$ cat src/rtl/column_rx_pkg.sv
// column_rx_pkg: arbiter word field positions, receiver FSM encoding and TOA Gray decoder
package column_rx_pkg;
  localparam int TOA_MSB  = 25;
  localparam int TOA_LSB  = 17;
  localparam int FTOA_MSB = 16;
  localparam int FTOA_LSB = 12;
  localparam int TOT_MSB  = 11;
  localparam int TOT_LSB  = 4;
  localparam int ADDR_MSB = 3;
  typedef enum logic [1:0] {IDLE, GRANT, CAPTURE, RELEASE} rx_state_t;
  function automatic logic [8:0] gray2bin(input logic [8:0] g);
    logic [8:0] b;
    b[8] = g[8];
    for (int i = 7; i >= 0; i--) b[i] = b[i + 1] ^ g[i];
    return b;
  endfunction
endpackage

$ cat src/rtl/hit_fifo_fwft.sv
// hit_fifo_fwft: first-word-fall-through FIFO with a full flag registered from occupancy
module hit_fifo_fwft #(
  parameter int WIDTH = 26,
  parameter int DEPTH = 8
) (
  input  logic             clk_40MHz,
  input  logic             rst_n,
  input  logic             push,
  input  logic             pop,
  input  logic [WIDTH-1:0] din,
  output logic [WIDTH-1:0] dout,
  output logic             valid,
  output logic             full
);
  localparam int AW = $clog2(DEPTH);
  localparam int CW = AW + 1;
  logic [WIDTH-1:0] mem [DEPTH];
  logic [AW-1:0] wr_ptr, rd_ptr;
  logic [CW-1:0] count, count_nxt;
  logic take;
  assign valid = count != '0;
  assign take = pop && valid;
  assign dout = mem[rd_ptr];
  assign count_nxt = count + CW'(push) - CW'(take);
  always_ff @(posedge clk_40MHz) begin
    if (!rst_n) begin
      wr_ptr <= '0;
      rd_ptr <= '0;
      count  <= '0;
      full   <= 1'b0;
    end else begin
      if (push) wr_ptr <= wr_ptr + AW'(1);
      if (take) rd_ptr <= rd_ptr + AW'(1);
      count <= count_nxt;
      full  <= count_nxt == CW'(DEPTH);
    end
  end
  // a push while full only happens alongside a pop, so overwriting the head slot is safe
  always_ff @(posedge clk_40MHz) if (push) mem[wr_ptr] <= din;
endmodule

$ cat src/rtl/column_readout_rx.sv
// column_readout_rx: column-end shake-hands responder with TOA Gray decode and buffered hit stream
module column_readout_rx
  import column_rx_pkg::*;
#(
  parameter int FIFO_DEPTH  = 8,
  parameter int COL_ID_W    = 5,
  parameter int REL_TIMEOUT = 15
) (
  input  logic                clk_40MHz,
  input  logic                rst_n,
  input  logic [COL_ID_W-1:0] col_id,
  input  logic                shake_hands_last,
  input  logic [25:0]         arbiter_data,
  output logic                shake_hands_next,
  output logic [31:0]         out_data,
  output logic                out_valid,
  input  logic                out_ready,
  output logic                fifo_full,
  output logic                proto_err,
  output logic [15:0]         hit_count
);
  localparam int TW = $clog2(REL_TIMEOUT + 1);
  rx_state_t state, state_nxt;
  logic [TW-1:0] rel_cnt;
  logic push, timeout;
  logic [25:0] hit_word, head;
  assign hit_word = {arbiter_data[ADDR_MSB:0], gray2bin(arbiter_data[TOA_MSB:TOA_LSB]),
                     arbiter_data[FTOA_MSB:FTOA_LSB], arbiter_data[TOT_MSB:TOT_LSB]};
  assign timeout = state == RELEASE && shake_hands_last && rel_cnt == TW'(REL_TIMEOUT - 1);
  assign out_data = out_valid ? 32'({col_id, head}) : '0;
  always_comb begin
    state_nxt = state;
    shake_hands_next = state == GRANT;
    push = state == CAPTURE;
    case (state)
      IDLE:    state_nxt = shake_hands_last && !fifo_full ? GRANT : IDLE;
      GRANT:   state_nxt = CAPTURE;
      CAPTURE: state_nxt = RELEASE;
      RELEASE: state_nxt = !shake_hands_last || timeout ? IDLE : RELEASE;
      default: state_nxt = IDLE;
    endcase
  end
  always_ff @(posedge clk_40MHz) begin
    if (!rst_n) begin
      state     <= IDLE;
      rel_cnt   <= '0;
      proto_err <= 1'b0;
      hit_count <= '0;
    end else begin
      state   <= state_nxt;
      rel_cnt <= state == RELEASE ? rel_cnt + TW'(1) : '0;
      if (timeout) proto_err <= 1'b1;
      if (push && hit_count != 16'hFFFF) hit_count <= hit_count + 16'd1;
    end
  end
  hit_fifo_fwft #(.WIDTH(26), .DEPTH(FIFO_DEPTH)) u_fifo (
    .clk_40MHz(clk_40MHz),
    .rst_n(rst_n),
    .push(push),
    .pop(out_ready),
    .din(hit_word),
    .dout(head),
    .valid(out_valid),
    .full(fifo_full)
  );
endmodule

$ cat config.mk
export PLATFORM = sky130hd
export DESIGN_NAME = column_readout_rx
export DESIGN_NICKNAME = d
export VERILOG_FILES = /design/src/rtl/column_rx_pkg.sv /design/src/rtl/hit_fifo_fwft.sv /design/src/rtl/column_readout_rx.sv
export SDC_FILE = /design/constraint.sdc
export NUM_CORES = 1
export LEC_CHECK = 0
export CAP_MARGIN = 20
export CORE_MARGIN = 1.5
export CORE_UTILIZATION = 55
export DETAILED_ROUTE_END_ITERATION = 8
export PLACE_DENSITY = 0.77
export SYNTH_ARGS = -nofsm -noshare
export SYNTH_HDL_FRONTEND = slang
export SYNTH_SLANG_ARGS = --single-unit
$ cat constraint.sdc
create_clock -name clk_40MHz -period 4.3 [get_ports clk_40MHz]
set_input_delay 0.43 -clock clk_40MHz [delete_from_list [all_inputs] [get_ports clk_40MHz]]
set_output_delay 0.43 -clock clk_40MHz [all_outputs]
set_load 0.005 [all_outputs]
Word-level counts from Yosys, hierarchy flattened
Memories as Yosys holds them, arrays and structs flattened. A register that Yosys moved wholly into a read port is not among the register bits.
Cells that the tools add are included.
{"block": "totals", "latchBits": 0, "output_inout_bits": 52, "ff_bits": 34, "wordCells": 48, "ram_bits": 208, "mem_count": 1, "mem_bits_ro": 0}
{"memory": "u_fifo.mem", "words": 8, "width": 26, "read_ports": 1, "rd_clocked_by_memory_dff": 1, "write_ports": 1, "line": "hit_fifo_fwft.sv:17", "rtl": "logic [WIDTH-1:0] mem [DEPTH];"}
{"block": "classes", "n_mux": 8, "n_mul": 0, "n_addsub": 6, "bitwise_logic": 8, "n_div": 0, "reduce_logical": 11, "order_cmp": 0, "n_eq_ne": 6, "n_shift": 0}
{"operator": "two-way mux 31 bit", "count": 1}
{"operator": "adder 16 x 1 -> 16 bit (second input constant)", "count": 1}
{"operator": "!= test 16 bit (second input constant)", "count": 1}
{"operator": "equality test 4 bit (second input constant)", "count": 2}
{"operator": "one-hot mux 2 bit (4 select lines)", "count": 1}
{"operator": "XOR 1 bit", "count": 8}
{"operator": "adder 3 x 1 -> 3 bit (second input constant)", "count": 2}
{"operator": "two-way mux 3 bit", "count": 2}
{"operator": "logical AND 1 bit", "count": 5}
{"operator": "adder 4 x 1 -> 4 bit", "count": 1}
{"operator": "adder 4 x 1 -> 4 bit (second input constant)", "count": 1}
{"operator": "equality test 2 bit (second input constant)", "count": 2}
{"operator": "nonzero test 4 bit", "count": 1}
{"operator": "subtractor 4 x 1 -> 4 bit", "count": 1}
{"operator": "two-way mux 1 bit", "count": 3}
{"operator": "equality test 2 x 1 -> 1 bit (second input constant)", "count": 1}
{"operator": "zero test 1 bit", "count": 2}
{"operator": "zero test 2 bit", "count": 1}
{"operator": "two-way mux 2 bit", "count": 1}
{"operator": "AND reduction 2 bit", "count": 1}
{"operator": "logical OR 1 bit", "count": 1}

Logic depth before layout (Yosys ltp)
Gate-level depths: netlist (run 1).
{"block": "depth", "word_depth": 8, "depth_mapped": 13, "mapped_depth_nobuf": 12}

Modules after synthesis
From an unflattened synthesis (run 1), not the netlist that was laid out.
{"block": "hier_totals", "cells_unflattened": 544, "hier_area_um2": 10072.2}
{"mod": "hit_fifo_fwft", "cells_each": 376, "instances": 1, "area_each_um2": 8693.3, "seq_area_each_um2": 6526.3}
{"mod": "column_readout_rx", "cells_each": 168, "instances": 1, "area_each_um2": 1378.8, "seq_area_each_um2": 460.4}

Least setup slack after synthesis (run 1)
No wires, ideal clock.
{"block": "synth_path", "kind": "register to register", "from": "register state[0]", "to": "memory u_fifo.mem[0][0], enable pin", "path_stages_with_launch": 4, "required_time_ps": 3825, "n_path_buf": 1, "period_less_slack_ps": 3750, "slack_ps": 550, "arrival_ps": 3276, "path_cell_list": "dfxtp_1 -> nand2b_2 -> clkbuf_1 -> nor4_1"}
{"block": "synth_between", "elab_chain_len": 3}
{"item": "from (decl)", "line": "column_readout_rx.sv:23", "rtl": "rx_state_t state, state_nxt;"}
{"item": "from (signal assigned)", "line": "column_readout_rx.sv:50", "rtl": "state <= state_nxt;"}
{"item": "equality test 2 bit", "line": "column_readout_rx.sv:34", "rtl": "push = state == CAPTURE;"}
{"item": "two-way mux 1 bit", "line": "hit_fifo_fwft.sv:39", "rtl": "always_ff @(posedge clk_40MHz) if (push) mem[wr_ptr] <= din;"}
{"item": "two-way mux 1 bit (implied by the code)", "line": "hit_fifo_fwft.sv:39"}
{"item": "to (decl)", "line": "hit_fifo_fwft.sv:17"}
Every way passes these cells.

==> results of run 1 <==
==> cells in the final DEF, fill, tap and decap left out, drive strengths merged <==
master         count
and3               2
edfxtp           208
o2111ai            1
nand2             18
nor4b              1
conb               1
o21a               1
nor2              35
mux2i             29
o21ai              3
nand2b             5
inv                9
o311a              1
nand3             12
nor4               7
and2              27
clkinvlp           1
a31oi              1
a2111oi            1
nor2b              3
mux4              52
fa                 1
a21boi             3
or3                1
a21oi              4
a21o               1
nand4              5
a211oi             2
o21bai             1
xor2              16
xnor2             15
buf               16
nor3               7
clkinv            12
dfxtp             37
clkdlybuf4s50     85
ha                 9
clkbuf            30
==> state kept, by name (all words and copies together) (netlist names), named ones only <==
register,flops
state,2
hit_count,16
u_fifo.mem,208
proto_err,1
u_fifo.wr_ptr,3
u_fifo.count,4
u_fifo.full,1
rel_cnt,4
u_fifo.rd_ptr,3
==> worst paths after layout <==
path,startpoint,end,slack (ns),cells past startpoint
max,flop,out_data[0],0.93,5
min,rel_cnt[0],rel_cnt[0],0.46,1
max reg2reg,u_fifo.count[2],u_fifo.full,1.30,13
min reg2reg,rel_cnt[0],rel_cnt[0],0.46,1
==> cell usage after synthesis, types with 2 or more instances <==
| cell type | n |
|---|---|
| a21boi_0 | 3 |
| nor2_1 | 35 |
| nor3_1 | 7 |
| clkbuf_1 | 15 |
| nand4_1 | 4 |
| nor4_1 | 6 |
| a211oi_1 | 2 |
| xor2_1 | 16 |
| xnor2_2 | 2 |
| inv_1 | 9 |
| nand2_1 | 18 |
| a21oi_1 | 4 |
| and3_1 | 2 |
| mux4_2 | 52 |
| buf_1 | 2 |
| buf_2 | 5 |
| dfxtp_1 | 37 |
| xnor2_1 | 13 |
| nand3_1 | 12 |
| ha_1 | 9 |
| edfxtp_1 | 208 |
| nand2b_1 | 4 |
| o21ai_0 | 3 |
| and2_1 | 27 |
| nor2b_1 | 3 |
| mux2i_1 | 29 |
==> layer usage <==
metal / vias up / track usage
met2: 161 / 0.359
met5: - / 0
met3: 23 / 0.0336
li1: 2311 / -
met4: 0 / 0.0508
met1: 2655 / 0.282
==> cell families after synthesis <==
group / count (synthesis) / synth area share
simple gates: 123 / 0.0667
mux: 81 / 0.149
flops: 245 / 0.714
xor+xnor: 31 / 0.0293
fa+ha+maj: 10 / 0.0136
other cells: 1 / 0.000383
buf+inv: 33 / 0.0137
compound gates: 19 / 0.0132
==> worst max-delay path, delay by kind of cell, from the launching register on <==
kind                   cells  cell delay (ns)
and+or+nand+nor            1             0.09
buffers and inverters      2             0.86
muxes                      2             0.70
DFF                        1             0.79
==> through the flow <==
| stage | setup WS [ns] | instance area (sq um) | utilization |
|---|---|---|---|
| 6_report | 0.927 | 11700 | 0.674 |
| 5_1_grt | 0.697 | 11700 | 0.674 |
| 4_1_cts | 0.850 | 11700 | 0.674 |
| 3_3_place_gp | 1.37 | 11000 | 0.634 |
| 3_5_place_dp | 1.06 | 11000 | 0.634 |
| 2_1_floorplan | 0.550 | 9790 | - |
==> layout make-up <==
class / instances / area (sq um)
Multi-Input combinational cell: 265 / 2700
Clock inverter: 12 / 57.6
Tap cell: 225 / 282
Timing Repair Buffer: 101 / 983
Sequential cell: 245 / 6990
Fill cell: 1111 / 5660
Clock buffer: 30 / 644
Inverter: 10 / 37.5
==> where the power goes <==
| group | total (mW) | internal [mW] | leakage (nW) | switching (mW) |
|---|---|---|---|---|
| Clock | 1.88 | 1.06 | 0.348 | 0.826 |
| Sequential | 2.84 | 2.71 | 2.18 | 0.132 |
| Combinational | 1.46 | 0.835 | 1.30 | 0.621 |
| Total | 6.18 | 4.60 | 3.82 | 1.58 |
==> results.ini, run 1 <==
[outcome]
status = complete, no violations

[min_path]
hp-class = reg2reg

[synthesis]
ys_seq_area_frac = 0.714
synth_warnings = 0
synth-async-reset-ratio = 0
synthFlopType = edfxtp_1
netlist_instances = 543
synth_edf_count = 208
synth.distinct_cells = 42
syn-cell-area_sq_um = 9790
synthesis.area_per_instance_sq_um = 18.0
synth_nets = 588
synth_top_area_frac = 0.638
synth_top_area_cell = edfxtp_1
synth.area.top_cells = edfxtp_1, mux4_2, dfxtp_1
ys_ff_latch = 245

[power_and_ir_drop]
powerDensity_nw_per_um2 = 528
vdd.ir_drop.worst_v = 0.000359
p_total_mw = 6.18
power.leakage_nw = 3.82

[grt]
grt_pass1_vias = 5347
grt_first_pass_wirelength_microns = 29000
grt_overflow = 0
antenna_found_initial = 0
grt_use_total = 0.209
grt_max_degree = 36

[cells_and_area]
final_layout_size_suffix_gt1_frac = 0.178
final_nets = 692
diodes = 0
area_growth_pct = 19.5
instances_no_fill = 888

[critical_path]
max_stage_delay_ns = 0.79
path_cells = buf_4 > mux4_2 > mux2i_1 > nor2_1 > clkdlybuf4s50_1
worstPathRequired_ns = 3.87
path_max_fanout = 32
cp.arrival_ns = 2.94
end_kind = primary output
cp_slowest_cell = dfxtp_4
path_class = reg2out
start_kind = flop

[sta]
rsz0062_at_grt = false
max_freq_mhz = 296
fin_skew_ns = 0.0209
setup_tns_ns = 0
hold_slack_ns = 0.462
tightestPinTransition_ns = 1.02
slew_violations = 0
layout_min_cycle_time_ns = 3.37
period_share = 0.784
setup_viol = 0
maxSlewHeadroom = 0.317
hold_viol = 0

[cts]
clk_latency_ns = 0.51
ctsHoldBuffers = 0
postCtsSetupRepairBufs = 0
path_clk_slew_ns = 0.06
clock-sinks = 245
cts.repair.resized = 0
htreeDepth = 1
cts_buffer_depth = 3
cts_root_buffer = clkbuf_16
cts_tree = done
cts_buffers = 24

[placed_design]
hpwl_microns = 11000
io_buffers = 85
gp_congestion = 0.800
place_inst = 846

[drt]
dr_total_vias = 5150
wl_per_cell_microns = 21.1
drt-total-wl_microns = 18700
via_per_inst = 5.80
drc_errors = 0
drt-met1-wl_microns = 7800
ant_nets = 0
highest_layer = met4
dr_wl_met2_microns = 9630
dr.first_iter.drc_count = 364
firstDrtPassIters = 5
wl_met3_microns = 1030

[flow_run]
max_cap_viol_count = 0

[floorplan]
rows = 48
dieArea_sq_um = 18600
die-height_microns = 136
start_util = 0.564
die_w_microns = 136
io_pins = 87
core_region_area_sq_um = 17400

No activity file was read; power rests on OpenSTA's default activity.
==> run 2, diff against run 1 <==
Clock period 4.3 ns to 3.5 ns, I/O delays scaled along.
==> run 2 against run 1 <==
  * Clock power up 31%
  * Power up 26%
  * Clock skew down 0.012 ns
  * Worst hold slack about the same
  * Cell count up 0.68%
  * Non-clock buffer count up 5
  * Critical path depth unchanged
  * Final area up 1.3%
  * Largest cell class unchanged
  * Register-to-register slack worse by 0.33 ns
  * Critical path type unchanged
  * Count of clock-buffer cells in the layout unchanged
  * Highest routed layer unchanged
  * Flip-flop and latch count unchanged
  * Sequential share of layout area down 0.79 points
==> results.ini, run 2 (synthesized netlist as in run 1, its figures left out) <==
[cells_and_area]
fillers = 1107
regMostFlops = u_fifo.mem
largest_register_ffs = 208
diodes = 0
multi_input_area_sq_um = 2710
reg_top3 = u_fifo.mem: 208 flops, hit_count: 16 flops
area_growth_pct = 21.1
ff_latch_area_sq_um = 6990
final_common_cell = edfxtp_1
final_nets = 697
final_layout_size_suffix_gt1_frac = 0.185
mostFrequentLayoutCells = edfxtp_1, clkdlybuf4s50_1, mux4_2

[power_and_ir_drop]
p_sw_mw = 1.94
power.leakage_nw = 3.88
comb_power_share = 0.238
powerDensity_nw_per_um2 = 656
clock_power_share = 0.317
p_sw_frac = 0.249
p_total_mw = 7.77
internal_power_mw = 5.84
vdd.ir_drop.worst_v = 0.000489
pwr-share-seq = 0.445

[placed_design]
hpwl_microns = 11600
io_buffers = 85
gp_congestion = 0.813

[grt]
grt_use_total = 0.211
grt_pass1_vias = 5444
grt_max_degree = 37
grt_first_pass_wirelength_microns = 29300
grt_overflow = 0
antenna_found_initial = 0

[cts]
cts_tree = done
postCtsSetupRepairBufs = 0
cts_root_buffer = clkbuf_16
cts.repair.resized = 0
path_clk_slew_ns = 0.06
cts_buffers = 24
clock-sinks = 245
ctsHoldBuffers = 0
cts_buffer_depth = 3
clk_latency_ns = 0.50
htreeDepth = 1

[drt]
firstDrtPassIters = 4
via_per_inst = 5.72
ant_nets = 0
dr_total_vias = 5118
drt-total-wl_microns = 18800
drc_errors = 0
wl_per_cell_microns = 21.1
dr.first_iter.drc_count = 365

[critical_path]
worstPathRequired_ns = 3.15
cp.arrival_ns = 2.73
critPathBufInv = 2
crit_family = buffers and inverters
max_stage_delay_ns = 0.66
path_cells = buf_4 > mux4_2 > mux2i_1 > nor2_1 > clkdlybuf4s50_1
path_class = reg2out
end_kind = primary output
path_max_fanout = 24
start_kind = flop
cp_slowest_cell = dfxtp_4

[sta]
max_freq_mhz = 325
layout_min_cycle_time_ns = 3.08
slew_violations = 0
tightestPinTransition_ns = 0.991
hold_viol = 0
setup_viol = 0
setup_tns_ns = 0
period_share = 0.880
fin_skew_ns = 0.00937
rsz0062_at_grt = false
maxSlewHeadroom = 0.337

[floorplan]
core_region_area_sq_um = 17400
dieArea_sq_um = 18600
io_pins = 87
rows = 48
die-height_microns = 136
start_util = 0.564
die_w_microns = 136

[min_path]
hp-class = reg2reg

[flow_run]
max_cap_viol_count = 0

[outcome]
status = complete, no violations

==> run 2: final timing paths <==
check	startpoint	end	slack (ns)	depth (start not counted)
worst max-delay path	flop	out_data[19]	0.42	5
worst min-delay path	rel_cnt[0]	rel_cnt[0]	0.46	1
worst min register to register	rel_cnt[0]	rel_cnt[0]	0.46	1
worst max register to register	u_fifo.count[2]	u_fifo.full	0.97	12
==> run 2: metal layers <==
| metal | vias to the layer above | part of all wire | global-route usage |
|---|---|---|---|
| li1 | 2332 | - | - |
| met1 | 2616 | 0.41 | 0.280 |
| met2 | 143 | 0.52 | 0.369 |
| met3 | 27 | 0.052 | 0.0287 |
| met4 | 0 | 0.017 | 0.0561 |
| met5 | - | 0 | 0 |
==> run 2: area by class of cell <==
type / instances / area share
Sequential cell: 245 / 0.590
Multi-Input combinational cell: 265 / 0.228
Timing Repair Buffer: 106 / 0.0903
Clock buffer: 30 / 0.0544
Tap cell: 225 / 0.0237
Clock inverter: 13 / 0.0100
Inverter: 10 / 0.00317
==> run 2: power by group through the flow <==
| stage | Combinational (mW) | Sequential, mW | Clock (mW) |
|---|---|---|---|
| final | 1.85 | 3.46 | 2.46 |
| after global placement | 1.81 | 3.52 | 0 |
| after CTS | 1.88 | 3.47 | 2.51 |
| after floorplan | 1.15 | 3.42 | 0 |
| after detailed placement | 1.86 | 3.53 | 0 |
| after global routing | 2.01 | 3.48 | 2.62 |
==> run 2: per-stage QoR <==
step / instances / hold slack, ns / utilization / worst slack, ns / instance area [sq um]
3_5_place_dp: 851 / 0.453 / 0.639 / 0.300 / 11100
3_3_place_gp: 851 / 0.439 / 0.639 / 0.617 / 11100
4_1_cts: 894 / 0.466 / 0.683 / 0.345 / 11900
5_1_grt: 894 / 0.496 / 0.683 / 0.269 / 11900
6_report: 894 / 0.462 / 0.683 / 0.421 / 11900
2_1_floorplan: 543 / 0.430 / - / 0.424 / 9790
